==> config.mk <==
export PLATFORM = sky130hd
export DESIGN_NAME = regfile_mp
export DESIGN_NICKNAME = d
export VERILOG_FILES = /design/src/rtl/regfile_mp.sv
export SDC_FILE = /design/constraint.sdc
export NUM_CORES = 1
export LEC_CHECK = 0
export CAP_MARGIN = 20
export CELL_PAD_IN_SITES_DETAIL_PLACEMENT = 1
export CELL_PAD_IN_SITES_GLOBAL_PLACEMENT = 1
export CORE_AREA = 10 10 143 119
export DETAILED_ROUTE_END_ITERATION = 10
export DIE_AREA = 0 0 153 129
export PLACE_DENSITY = 0.73
export RECOVER_POWER = 25
export SYNTH_ARGS = -nofsm -noshare
export SYNTH_HDL_FRONTEND = slang
export SYNTH_SLANG_ARGS = --single-unit
==> constraint.sdc <==
create_clock -name clk -period 2.2 [get_ports clk]
set_clock_uncertainty 0.15 [all_clocks]
set_input_delay 0.22 -clock clk [delete_from_list [all_inputs] [get_ports clk]]
set_output_delay 0.22 -clock clk [all_outputs]
set_load 0.005 [all_outputs]
==> src/rtl/regfile_mp.sv <==
// regfile_mp: multi-read, dual-write register file with per-register busy
// (reservation) bits.
//
// Ports:
//   clk          rising-edge clock for all state
//   rst          asynchronous active-high reset
//   we0/waddr0/wdata0, we1/waddr1/wdata1
//                two write ports; port 1 wins on an address collision
//   rsv_en/rsv_addr
//                mark a register busy at the next edge
//   raddr        NUM_RD packed read addresses, port k at [k*ADDR_W +: ADDR_W]
//   rdata        NUM_RD packed read data,      port k at [k*DATA_W +: DATA_W]
//   rbusy        busy flag of each read port's addressed register
//   wr_conflict  registered pulse: both write ports hit the same address
module regfile_mp #(
  parameter int DATA_W  = 8,
  parameter int ADDR_W  = 3,
  parameter int NUM_RD  = 2,
  parameter int R0_ZERO = 0,
  parameter int BYPASS  = 1
) (
  input  logic                     clk,
  input  logic                     rst,
  input  logic                     we0,
  input  logic [ADDR_W-1:0]        waddr0,
  input  logic [DATA_W-1:0]        wdata0,
  input  logic                     we1,
  input  logic [ADDR_W-1:0]        waddr1,
  input  logic [DATA_W-1:0]        wdata1,
  input  logic                     rsv_en,
  input  logic [ADDR_W-1:0]        rsv_addr,
  input  logic [NUM_RD*ADDR_W-1:0] raddr,
  output logic [NUM_RD*DATA_W-1:0] rdata,
  output logic [NUM_RD-1:0]        rbusy,
  output logic                     wr_conflict
);

  localparam int DEPTH = 2 ** ADDR_W;

  logic [DATA_W-1:0] regs_q [DEPTH];
  logic [DATA_W-1:0] regs_d [DEPTH];
  logic [DEPTH-1:0]  busy_q;
  logic [DEPTH-1:0]  busy_d;
  logic              wr_conflict_q;
  logic              wr_conflict_d;

  logic              wr0_ok;
  logic              wr1_ok;
  logic              rsv_ok;
  logic [ADDR_W-1:0] ra;

  // Qualified requests: register 0 is untouchable when hardwired, and
  // nothing may leak through the bypass path while reset is held.
  always_comb begin
    wr0_ok = we0    & ~rst & ~((R0_ZERO != 0) && (waddr0   == '0));
    wr1_ok = we1    & ~rst & ~((R0_ZERO != 0) && (waddr1   == '0));
    rsv_ok = rsv_en & ~rst & ~((R0_ZERO != 0) && (rsv_addr == '0));
  end

  // Ordering gives the priorities: port 1 overrides port 0, and a
  // reservation overrides the busy-clear of a write to the same register.
  always_comb begin
    regs_d = regs_q;
    busy_d = busy_q;
    if (wr0_ok) begin
      regs_d[waddr0] = wdata0;
      busy_d[waddr0] = 1'b0;
    end
    if (wr1_ok) begin
      regs_d[waddr1] = wdata1;
      busy_d[waddr1] = 1'b0;
    end
    if (rsv_ok) begin
      busy_d[rsv_addr] = 1'b1;
    end
    wr_conflict_d = we0 & we1 & (waddr0 == waddr1);
  end

  always_ff @(posedge clk or posedge rst) begin
    if (rst) begin
      regs_q        <= '{default: '0};
      busy_q        <= '0;
      wr_conflict_q <= 1'b0;
    end else begin
      regs_q        <= regs_d;
      busy_q        <= busy_d;
      wr_conflict_q <= wr_conflict_d;
    end
  end

  assign wr_conflict = wr_conflict_q;

  // Combinational read ports with optional same-cycle forwarding.
  always_comb begin
    rdata = '0;
    rbusy = '0;
    ra    = '0;
    for (int unsigned k = 0; k < NUM_RD; k++) begin
      ra = raddr[k*ADDR_W +: ADDR_W];
      rdata[k*DATA_W +: DATA_W] = regs_q[ra];
      rbusy[k]                  = busy_q[ra];
      if (BYPASS != 0) begin
        if (wr0_ok && (waddr0 == ra)) begin
          rdata[k*DATA_W +: DATA_W] = wdata0;
          rbusy[k]                  = 1'b0;
        end
        if (wr1_ok && (waddr1 == ra)) begin
          rdata[k*DATA_W +: DATA_W] = wdata1;
          rbusy[k]                  = 1'b0;
        end
      end
      if ((R0_ZERO != 0) && (ra == '0)) begin
        rdata[k*DATA_W +: DATA_W] = '0;
        rbusy[k]                  = 1'b0;
      end
    end
  end

endmodule
# Word-level counts from Yosys, hierarchy flattened
# Index checks and enable logic that the tools add are counted.
# Widths: inputs -> output; s select.
# word_totals
reg_bits	73
input_bits	36
output_inout_bits	19
word_cells	88
# classes
magnitude_cmp	14
eq_ne	5
mux	35
n_bitwise	15
n_reduce_logical	9
# ops
operator	n
$bwmux 64	2
$mux 64	2
$mux 8	13
$bmux 8 s3	2
$demux 8 s3	2
$lt 3x4->1 const B	5
$and 8x8->8	2
$ge 4x4->1 const B	4
$not 3->4	4
$not 8->8	2
$eq 3x3->1	5
$demux 1 s3	3
$ge 3x1->1 const B	3
$logic_and 1x1->1	9
$mux 1	9
$lt 4x1->1 const B	2
$or 8x8->8	1
$bmux 1 s3	2
$and 1x1->1	5
$not 1->1	1

# Logic depth before layout (Yosys ltp)
# logic_depth
ltp_word	11
mapped_depth	7
mapped_depth_nobuf	4

# Worst setup path before layout
# OpenSTA, ideal clock, no wires.
# synth_timing
kind	input -> register
from	input port rst
to	register busy_q[7]
arrival_ns	2.325
required_time_ns	1.983
slack_ns	-0.342
stages	3
path_cell_list	inv_1 -> and3_1 -> a32o_1
# synth_via
elab_chain_len	7
word_cells_on_any_way	9
# synth_lines
element	line_no	text
from (decl)	23	input logic rst,
$not 1->1 *	55, 56, 57	
$and 1x1->1	55	wr0_ok = we0 & ~rst & ~((R0_ZERO != 0) && (waddr0 == '0));
$mux 8	65	if (wr0_ok) begin
$and 8x8->8 (no source line)	--	
$mux 8	69	if (wr1_ok) begin
$or 8x8->8 (no source line)	--	
$mux 8 *	73	if (rsv_ok) begin
via busy_d[7]	43	logic [DEPTH-1:0] busy_d;
to (signal assigned)	86	busy_q <= busy_d;
to (decl)	42	logic [DEPTH-1:0] busy_q;
# The timed path passes the listed nets; every way through them passes the cells marked *.

# Worst setup path after layout
# layout_timing
from	register regs_q[6] (netlist name)
to	output port rdata[14]
# layout_via
elab_chain_len	5
# layout_lines
element	line_no	text
from (decl)	40	logic [DATA_W-1:0] regs_q [DEPTH];
from (signal assigned)	85	regs_q <= regs_d;
$bmux 8 s3	100	rdata[k*DATA_W +: DATA_W] = regs_q[ra];
$mux 8 (not written as such) (2 in a row)	100	
$mux 8	103	if (wr0_ok && (waddr0 == ra)) begin
$mux 8	107	if (wr1_ok && (waddr1 == ra)) begin
to (decl)	33	output logic [NUM_RD*DATA_W-1:0] rdata,
# Every way passes these cells. The select of a mux whose other input is x is not followed.

==> out/summary.txt <==
outcome: finished, violations left
failing checks: setup timing
critical path data arrival time: 1.96 ns
Final Net Count: 656
Post-synth ARST share: 100.0%
chip width: 153 um
Worst-Skew Late Latency: 0.34 ns
maximum VDD drop: 0.3958 mV
Fillers: 1524
# setup viols final: 15
cell depth of the worst hold path: 4
fmax: 429.1 MHz
Hold EP: wr_conflict
row count: 39
Slew Viols, Final: 0
minimum clock period after layout: 2.330 ns
critical-path cell list: buf_6 -> mux4_2 -> mux2_4 -> mux2i_1 -> o21ai_1 -> buf_2
area post-placement: 0.006553 mm^2
fin area: 0.007167 mm^2
fin crit share: 105.9%
simple-gate portion of the synthesized area: 11.51%
Layout Cells excl Fill: 808
DR pass1 iterations: 5
yosys warns: 0
CP Capture Type: primary output
post-layout util: 51.00%
critical path buffer and inverter count: 2
largest net degree at the start of global routing: 74
Setup TNS: -0.7970 ns
Final ANT Viol Nets: 0
Chip Height: 129 um
Synth area leaders: dfrtp_1 35%, mux2i_1 16%, mux4_1 12%, mux4_2 5.2%, nand2_1 3.7%
Hold WS: 0.2457 ns
initial antenna violation count: 0
GP Congestion: 0.8518
clock sinks: 73
vias per cell: 5.843
Hold Vio Cnt, Final: 0
largest family of logic cells by synthesized area: multiplexers
port buffer count: 54
post-synthesis compound-gate area fraction: 9.126%
Reg-to-Reg Start: regs_q[0]
Top Family by Delay on Critical Path: multiplexers
FF-to-FF setup slack: 1.11 ns
CTS Root Cell: clkbuf_16
type of origin of the critical path: flip-flop
vias in the first global route: 5335
hold_sp: we0
Synth Area in Adders: 0%
WL per Instance: 25.92 um
Relative slew margins: 29.21%
Yosys top cell by area: dfrtp_1
RSZ-0062 raised after global routing: yes
Post-synth EDFFs: 0
fraction of synthesized cell area in xor and xnor cells: 2.508%
CTS H-Tree Depth: 3
post-route DRC violation count: 0
WL final: 20.95 mm
Leakage Power: 3.112 nW
ANT cells: 0
Critical Path Fanout Max: 2
Vias: 4721
total CTS buffers: 9
Critical R2R Capture: regs_q[0]
Top Ports: 55
placed cells: 762
Power Density: 738.0 mW/mm^2
Synthesized Nets: 523
Worst Hold Class: in2reg
setup ws final: -0.1305 ns
CTS tree: done
CP max-delay cell: mux4_2
total power: 5.289 mW
CTS clk-pin slew, worst paths: 0.06 ns
first-pass GRT wire length: 32.21 mm
iteration-0 DRC count of the detailed router: 303
Synth top area share: 34.88%
netlist area before placement: 0.005238 mm^2
gr usage total: 21.16%
Netlist cell types: 37
number of max-cap violations: 0
crit-path max cell delay: 0.46 ns
Slew @ Worst Pin: 1.062 ns
Yosys reg bits: 73
Detailed Place HPWL: 14.01 mm
mux cell area share after synthesis: 36.31%
Initial Util: 37.27%
top_reg_cell synth: dfrtp_1
dpl ws: -0.7277 ns
Crit Path Category: reg2out
die area: 0.01974 mm^2
Synth Instances: 487
Core ar.: 0.01405 mm^2
share of layout cells above drive strength 1: 36.70%
post-synthesis sequential area ratio: 34.88%
CP required: 1.83 ns
Syn Area/Cell: 10.75 um^2
gr ovfl total: 0
area grow syn2layout: 36.84%
worst reg2reg path depth: 3
CTS Buffer Depth: 2
sequential cells by signal, indices dropped and copies added (netlist names):
name         cells
regs_q          64
wr_conflict      1
busy_q           8
worst max-delay path by stage:
stage | start | endpoint | slack, ns | cells past startpoint
final | regs_q[6] | rdata[14] | -0.13 | 6
after global routing | regs_q[6] | rdata[14] | -0.19 | 6
after CTS | regs_q[6] | rdata[14] | -0.1 | 6
after detailed placement | raddr[0] | rdata[6] | -0.73 | 8
after global placement | raddr[0] | rdata[4] | -0.69 | 8
after floorplan | rst | busy_q[7] | 0.006 | 3
layout make-up:
type	count	area, um^2	area share, %
Multi-Input combinational cell	359	3233	45.11
Timing Repair Buffer	174	1565	21.84
Tap cell	184	230.2	3.212
Clock inverter	3	40.04	0.5587
Sequential cell	73	1827	25.49
Inverter	3	15.01	0.2095
Clock buffer	12	256.5	3.579
layout by cell type (no fill, tap or decap), types with 4 or more instances in the layout:
cell and count:
nor2_1 39, a32o_1 6, mux4_2 33, mux2i_1 79
o21ai_1 19, a21oi_1 32, buf_2 17, dlygate4sd2_1 11
clkbuf_16 9, xor2_2 7, nor3_2 4, nor4_4 4
o21ai_0 29, clkdlybuf4s50_1 22, buf_12 11, dfrtp_1 73
mux2_4 14, buf_4 90, nand2_1 51, buf_6 12
xor2_1 6
worst min-delay path: stages:
cell,delay [ns]
dlymetal6s2s_1,0.18
buf_4,0.17
nand3_1,0.09
nor3_1,0.05
power breakdown:
group | switching (mW) | total (mW) | internal [mW]
sequential | 0.308 | 1.98 | 1.68
combinational | 0.767 | 1.80 | 1.03
clock | 0.573 | 1.50 | 0.930
metal layers:
layer | vias to the layer above | track usage (%) | routed length, um
met2 | 168 | 36.75 | 10550
met5 | - | 0 | 0
met1 | 2483 | 25.80 | 8891
met4 | 0 | 7.447 | 488
li1 | 2033 | - | -
met3 | 37 | 4.163 | 1013
timing repair:
item,in CTS,in global routing
hold buffers,0,0
cloned,2,0
endpoints found under the hold margin,0,0
pin swaps,10,8
resized for setup,154,12
setup endpoints to repair,18,18
buffers inserted,27,3
synthesized netlist by cell type, types with 12 or more instances:
| master | instances |
|---|---|
| o21ai_0 | 33 |
| o21ai_1 | 15 |
| mux2_2 | 16 |
| xor2_1 | 14 |
| nand2_1 | 51 |
| mux4_2 | 12 |
| buf_2 | 24 |
| nor2_1 | 39 |
| mux4_1 | 24 |
| a21oi_1 | 32 |
| clkbuf_1 | 17 |
| dfrtp_1 | 73 |
| mux2i_1 | 82 |
cell families after synthesis:
kind of cell / count (synthesis)
buf+inv: 55
simple gates: 122
compound gates: 88
flops: 73
mux: 134
xor+xnor: 15
(Power assumes the default switching activity.)
